<file path="config.mk">
export PLATFORM = sky130hd
export DESIGN_NAME = id_ex_stage
export DESIGN_NICKNAME = d
export VERILOG_FILES = /design/src/rtl/id_ex_stage.sv
export SDC_FILE = /design/constraint.sdc
export NUM_CORES = 1
export LEC_CHECK = 0
export CAP_MARGIN = 40
export CORE_MARGIN = 2
export CORE_UTILIZATION = 30
export DETAILED_ROUTE_END_ITERATION = 10
export PLACE_DENSITY = 0.63
export SLEW_MARGIN = 20
export SYNTH_ARGS = -nofsm -noshare
export SYNTH_HDL_FRONTEND = slang
export SYNTH_SLANG_ARGS = --single-unit
</file>
<file path="constraint.sdc">
create_clock -name clk -period 2.04 [get_ports clk]
set_clock_uncertainty 0.05 [all_clocks]
set_input_delay 0.306 -clock clk [delete_from_list [all_inputs] [get_ports clk]]
set_output_delay 0.306 -clock clk [all_outputs]
set_load 0.005 [all_outputs]
</file>
<file path="src/rtl/id_ex_stage.sv">
// ID/EX pipeline register with register-source forwarding from EX/MEM and MEM/WB,
// ALU operand selection and load-use hazard detection.
module id_ex_stage #(
  parameter int DWIDTH     = 32,
  parameter int ALU_FN_LEN = 4,
  parameter int RADDR      = 5
) (
  input  logic                  clk,
  input  logic                  reset,
  input  logic                  stall,
  input  logic                  flush,
  input  logic                  id_valid,
  input  logic [DWIDTH-1:0]     id_pc,
  input  logic [DWIDTH-1:0]     id_rs1_data,
  input  logic [DWIDTH-1:0]     id_rs2_data,
  input  logic [DWIDTH-1:0]     id_imm,
  input  logic [RADDR-1:0]      id_rs1_addr,
  input  logic [RADDR-1:0]      id_rs2_addr,
  input  logic [RADDR-1:0]      id_rd_addr,
  input  logic [ALU_FN_LEN-1:0] id_alu_fn,
  input  logic                  id_op1_sel,
  input  logic                  id_op2_sel,
  input  logic                  id_wb_en,
  input  logic                  id_is_load,
  input  logic                  exmem_wb_en,
  input  logic                  exmem_is_load,
  input  logic [RADDR-1:0]      exmem_rd_addr,
  input  logic [DWIDTH-1:0]     exmem_data,
  input  logic                  memwb_wb_en,
  input  logic [RADDR-1:0]      memwb_rd_addr,
  input  logic [DWIDTH-1:0]     memwb_data,
  output logic                  ex_valid,
  output logic [DWIDTH-1:0]     ex_oper1,
  output logic [DWIDTH-1:0]     ex_oper2,
  output logic [ALU_FN_LEN-1:0] ex_alu_fn,
  output logic [DWIDTH-1:0]     ex_store_data,
  output logic [RADDR-1:0]      ex_rd_addr,
  output logic                  ex_wb_en,
  output logic                  ex_is_load,
  output logic                  load_use_hazard
);

  logic                  r_valid;
  logic [DWIDTH-1:0]     r_pc;
  logic [DWIDTH-1:0]     r_rs1_data;
  logic [DWIDTH-1:0]     r_rs2_data;
  logic [DWIDTH-1:0]     r_imm;
  logic [RADDR-1:0]      r_rs1_addr;
  logic [RADDR-1:0]      r_rs2_addr;
  logic [RADDR-1:0]      r_rd_addr;
  logic [ALU_FN_LEN-1:0] r_alu_fn;
  logic                  r_op1_sel;
  logic                  r_op2_sel;
  logic                  r_wb_en;
  logic                  r_is_load;

  logic [DWIDTH-1:0]     w_fwd_rs1;
  logic [DWIDTH-1:0]     w_fwd_rs2;
  logic                  w_exmem_hit_rs1;
  logic                  w_exmem_hit_rs2;
  logic                  w_memwb_hit_rs1;
  logic                  w_memwb_hit_rs2;
  logic                  w_load_in_mem;

  // Pipeline register: reset > flush > stall (with operand refresh) > load
  always_ff @(posedge clk) begin
    if (reset) begin
      r_valid    <= 1'b0;
      r_pc       <= '0;
      r_rs1_data <= '0;
      r_rs2_data <= '0;
      r_imm      <= '0;
      r_rs1_addr <= '0;
      r_rs2_addr <= '0;
      r_rd_addr  <= '0;
      r_alu_fn   <= '0;
      r_op1_sel  <= 1'b0;
      r_op2_sel  <= 1'b0;
      r_wb_en    <= 1'b0;
      r_is_load  <= 1'b0;
    end else if (flush) begin
      r_valid    <= 1'b0;
      r_wb_en    <= 1'b0;
      r_is_load  <= 1'b0;
    end else if (stall) begin
      // A producer may retire while we wait; keep its value rather than the stale read.
      r_rs1_data <= w_fwd_rs1;
      r_rs2_data <= w_fwd_rs2;
    end else begin
      r_valid    <= id_valid;
      r_pc       <= id_pc;
      r_rs1_data <= id_rs1_data;
      r_rs2_data <= id_rs2_data;
      r_imm      <= id_imm;
      r_rs1_addr <= id_rs1_addr;
      r_rs2_addr <= id_rs2_addr;
      r_rd_addr  <= id_rd_addr;
      r_alu_fn   <= id_alu_fn;
      r_op1_sel  <= id_op1_sel;
      r_op2_sel  <= id_op2_sel;
      r_wb_en    <= id_wb_en;
      r_is_load  <= id_is_load;
    end
  end

  // Forwarding match detection; a load in MEM has no data yet, and x0 is never forwarded
  always_comb begin
    w_exmem_hit_rs1 = exmem_wb_en && !exmem_is_load &&
                      (exmem_rd_addr == r_rs1_addr) && (r_rs1_addr != '0);
    w_exmem_hit_rs2 = exmem_wb_en && !exmem_is_load &&
                      (exmem_rd_addr == r_rs2_addr) && (r_rs2_addr != '0);
    w_memwb_hit_rs1 = memwb_wb_en && (memwb_rd_addr == r_rs1_addr) && (r_rs1_addr != '0);
    w_memwb_hit_rs2 = memwb_wb_en && (memwb_rd_addr == r_rs2_addr) && (r_rs2_addr != '0);
    w_load_in_mem   = exmem_is_load && exmem_wb_en && (exmem_rd_addr != '0);
  end

  // Forwarded source values, youngest producer first
  always_comb begin
    w_fwd_rs1 = r_rs1_data;
    w_fwd_rs2 = r_rs2_data;
    if (w_exmem_hit_rs1) begin
      w_fwd_rs1 = exmem_data;
    end else if (w_memwb_hit_rs1) begin
      w_fwd_rs1 = memwb_data;
    end else begin
      w_fwd_rs1 = r_rs1_data;
    end
    if (w_exmem_hit_rs2) begin
      w_fwd_rs2 = exmem_data;
    end else if (w_memwb_hit_rs2) begin
      w_fwd_rs2 = memwb_data;
    end else begin
      w_fwd_rs2 = r_rs2_data;
    end
  end

  // Operand selection and EX-slot outputs
  always_comb begin
    ex_valid        = r_valid;
    ex_oper1        = r_op1_sel ? r_pc  : w_fwd_rs1;
    ex_oper2        = r_op2_sel ? r_imm : w_fwd_rs2;
    ex_store_data   = w_fwd_rs2;
    ex_alu_fn       = r_alu_fn;
    ex_rd_addr      = r_rd_addr;
    ex_wb_en        = r_valid & r_wb_en;
    ex_is_load      = r_valid & r_is_load;
    // rs2 always counts as used since stores need it as data
    load_use_hazard = r_valid && w_load_in_mem &&
                      (((exmem_rd_addr == r_rs1_addr) && !r_op1_sel) ||
                       (exmem_rd_addr == r_rs2_addr));
  end

endmodule

</file>
==> impl_metrics.py <==
metrics = {
    "clock_tree": {
        "cts-buffers-inserted": 17,
        "cts_tree": "done",
        "cts-root-buf": "clkbuf_16",
        "cts_sinks": 152,
        "clk_latency_ps": 430,
        "clockBufferDepth": 2,
        "clk_pin_slew_ps": 70,
        "ctsHoldBuffers": 0,
        "htreeDepth": 4,
    },
    "yosys": {
        "ys_warn_count": 0,
        "synthAdderAreaFrac_pct": 0,
        "synthXorXnorAreaFrac_pct": 2.05,
        "synth_compound_area_share_pct": 30.2,
        "syn_avg_cell_area_um2": 8.04,
        "syn_inst": 1064,
        "synth_cell_types": 44,
        "ys_seq_elements": 152,
        "synth_top_family_by_area": "compound AO/OA/AOI/OAI gates",
        "ys_async_sr_fraction_pct": 0,
        "synth-simple-area-share_pct": 15.8,
        "synth_edf_count": 0,
        "synthMuxAreaShare_pct": 8.30,
        "synth_common_cells": "nand2_1, dfxtp_1, a21oi_1",
        "synth_top_area_cell": "dfxtp_1",
        "synth_top_area_share_pct": 35.6,
        "netlist_top_cells_area": "dfxtp_1, nand2_1, a21oi_1, a31oi_4, a22oi_1",
        "synthFlopType": "dfxtp_1",
        "yosysMostFrequentCell": "nand2_1",
        "yosysSeqAreaShare_pct": 35.6,
        "synth_fp_nets": 1297,
        "synth_area_um2": 8560,
    },
    "global_routing": {
        "grt_overflow": 0,
        "grt_pass1_vias": 10400,
        "grt_max_degree": 153,
        "grt_pass1_wl_mm": 64.7,
        "antenna_found_initial": 11,
        "groute.usage.overall_pct": 28.1,
    },
    "drt": {
        "vias": 10600,
        "drc_errors": 0,
        "dr.first_iter.drc_count": 1106,
        "vias_per_cell": 5.25,
        "wl_per_cell_um": 22.0,
        "ant_nets": 0,
        "dr.pass1.iters": 6,
        "drt-total-wl_mm": 44.6,
    },
    "floorplan": {
        "ios": 342,
        "die_w_um": 173,
        "start_util_pct": 30.6,
        "rows": 61,
        "coreArea_um2": 27900,
        "die_area_um2": 29900,
        "dieHeight_um": 173,
    },
    "status": {
        "status": "finished with violations",
        "violations": "setup timing",
    },
    "setup_path": {
        "arrival_ps": 2750,
        "startpoint_type": "register",
        "critical_path.endpoint_type": "output pin",
        "reg2reg_from": "r_rs2_addr[2]",
        "reg2regPathDepth": 14,
        "setup.worst_path.class": "register to output pin",
        "r2r_setup_slack_ps": -520,
        "crit_required_ps": 1680,
        "crit_fanout": 5,
        "crit_start": "r_rs2_addr[2]",
        "rr_endpoint": "r_rs2_data[12]",
    },
    "place": {
        "dpl.hpwl_mm": 29.7,
        "place_congestion": 0.910,
        "place_area_um2": 13800,
        "dp.cells": 1865,
        "port_buffers": 341,
    },
    "pwr": {
        "power_density_nw_per_um2": 540,
        "peakVddDrop_v": 0.000402,
        "power.leakage_uw": 0.00660,
    },
    "timing": {
        "slew_headroom_pct": 45.4,
        "finalHoldViolations": 0,
        "worst_slew_pin_slew_ps": 820,
        "post-route-period-util_pct": 152,
        "rsz0062_at_grt": "true",
        "setup_slack_ps": -1070,
        "slew_violations": 0,
        "finalSetupViolations": 141,
        "clock.fmax_mhz": 322,
        "min_period_ps": 3110,
    },
    "cells_and_area": {
        "drive_gt1_share_pct": 36.9,
        "n_fill_cell": 2443,
        "final_area_um2": 16600,
        "nNetsFinal": 1861,
        "area.growth.synth_to_final_pct": 94.2,
        "layout.cells.non_filler": 2028,
    },
    "flow_run": {
        "drv_cap": 0,
    },
    "worst_hold_path": {
        "hp-class": "primary input to register",
        "min-delay-start": "flush",
        "holdPathStages": 2,
        "whs_endpoint": "r_is_load",
    },
}
[final cells by class]
cell class	instances	area, µm²	share of cell area, %
diodes	9	22.5	0.136
clock buffers	19	443	2.67
clock inverters	13	135	0.813
inverters	65	244	1.47
multi-input cells	743	5680	34.2
flip-flops and latches	152	3050	18.4
well taps	378	473	2.85
repair buffers	649	6570	39.5
[what timing repair did]
item,4_1_cts,5_1_grt
gates cloned,8,4
endpoints found under the setup margin,133,162
resized for setup,555,179
setup buffers,88,54
pin swaps,57,71
[layout by cell type (no fill, tap or decap), types with 12 or more instances in the layout]
| master | count |
|---|---|
| a21oi_1 | 117 |
| a222oi_1 | 32 |
| a22oi_1 | 52 |
| a31oi_4 | 29 |
| buf_12 | 32 |
| buf_2 | 37 |
| buf_4 | 150 |
| buf_6 | 160 |
| clkbuf_16 | 20 |
| clkdlybuf4s50_1 | 239 |
| dfxtp_1 | 143 |
| inv_1 | 65 |
| mux2_4 | 31 |
| mux2i_2 | 17 |
| mux2i_4 | 12 |
| nand2_1 | 172 |
| nand3_1 | 32 |
| nor2_1 | 45 |
| nor4_1 | 29 |
| o21a_1 | 12 |
| o21ai_1 | 34 |
| o21ai_2 | 21 |
| o22ai_1 | 12 |
[layer usage]
layer	vias to the layer above	part of all wire [%]	track usage (%)
met5	-	0.094	0
met4	6	3.5	10.9
met3	93	6.6	5.06
met2	468	47	44.9
met1	5094	43	37.5
li1	4981	-	-
[state kept, by name, summed over array words and instances (netlist names), 4 cells and up]
signal      flops
ex_alu_fn       4
ex_rd_addr      5
r_imm          32
r_pc           32
r_rs1_addr      5
r_rs1_data     32
r_rs2_addr      5
r_rs2_data     32
[critical path, cell delays in order, from the launching register on]
cell and delay [ps]:
dfxtp_2 320, or4_4 580, buf_6 150, o211ai_4 210, buf_12 160, buf_6 100
buf_6 100, buf_6 120, o21ai_4 60, a31oi_4 170, buf_6 120, mux2_4 140
buf_6 90
[power breakdown]
part	leakage (µW)	switching, µW	internal [µW]	total, µW
clock	0.000271	1450	1750	3200
combinational	0.00508	1100	1450	2550
sequential	0.00125	109	3120	3230
total	0.00660	2660	6320	8980
[worst max path at each step]
stage | slack [ps] | depth (start not counted) | to
6_report | -1070 | 12 | ex_oper2[25]
2_1_floorplan | -170 | 7 | ex_oper2[19]
4_1_cts | -1240 | 9 | ex_oper2[0]
5_1_grt | -1150 | 9 | ex_oper1[17]
3_3_place_gp | -1220 | 8 | ex_oper2[0]
3_5_place_dp | -1210 | 8 | ex_oper2[0]
[cell families (layout without fill, tap and decap cells)]
kind of cell	Yosys count	count (layout)
other cells	0	9
simple gates	308	308
buf+inv	169	746
flops	152	152
mux	67	67
compound gates	348	348
xor+xnor	20	20
[per-stage QoR]
| step | setup slack [ps] | setup TNS, ps | hold WS (ps) | util [%] | total power, µW |
|---|---|---|---|---|---|
| after floorplan | -172 | -5170 | 377 | - | 4040 |
| after detailed placement | -1210 | -123230 | 395 | 49.4 | 5390 |
| after global placement | -1220 | -122410 | 390 | 49.4 | 5370 |
| after CTS | -1240 | -102090 | 69.3 | 56.6 | 8820 |
| after global routing | -1150 | -110190 | 79.9 | 59.5 | 9310 |
| final | -1070 | -99300 | 77.6 | 59.5 | 8980 |
No activity file was read; power rests on OpenSTA's default activity.
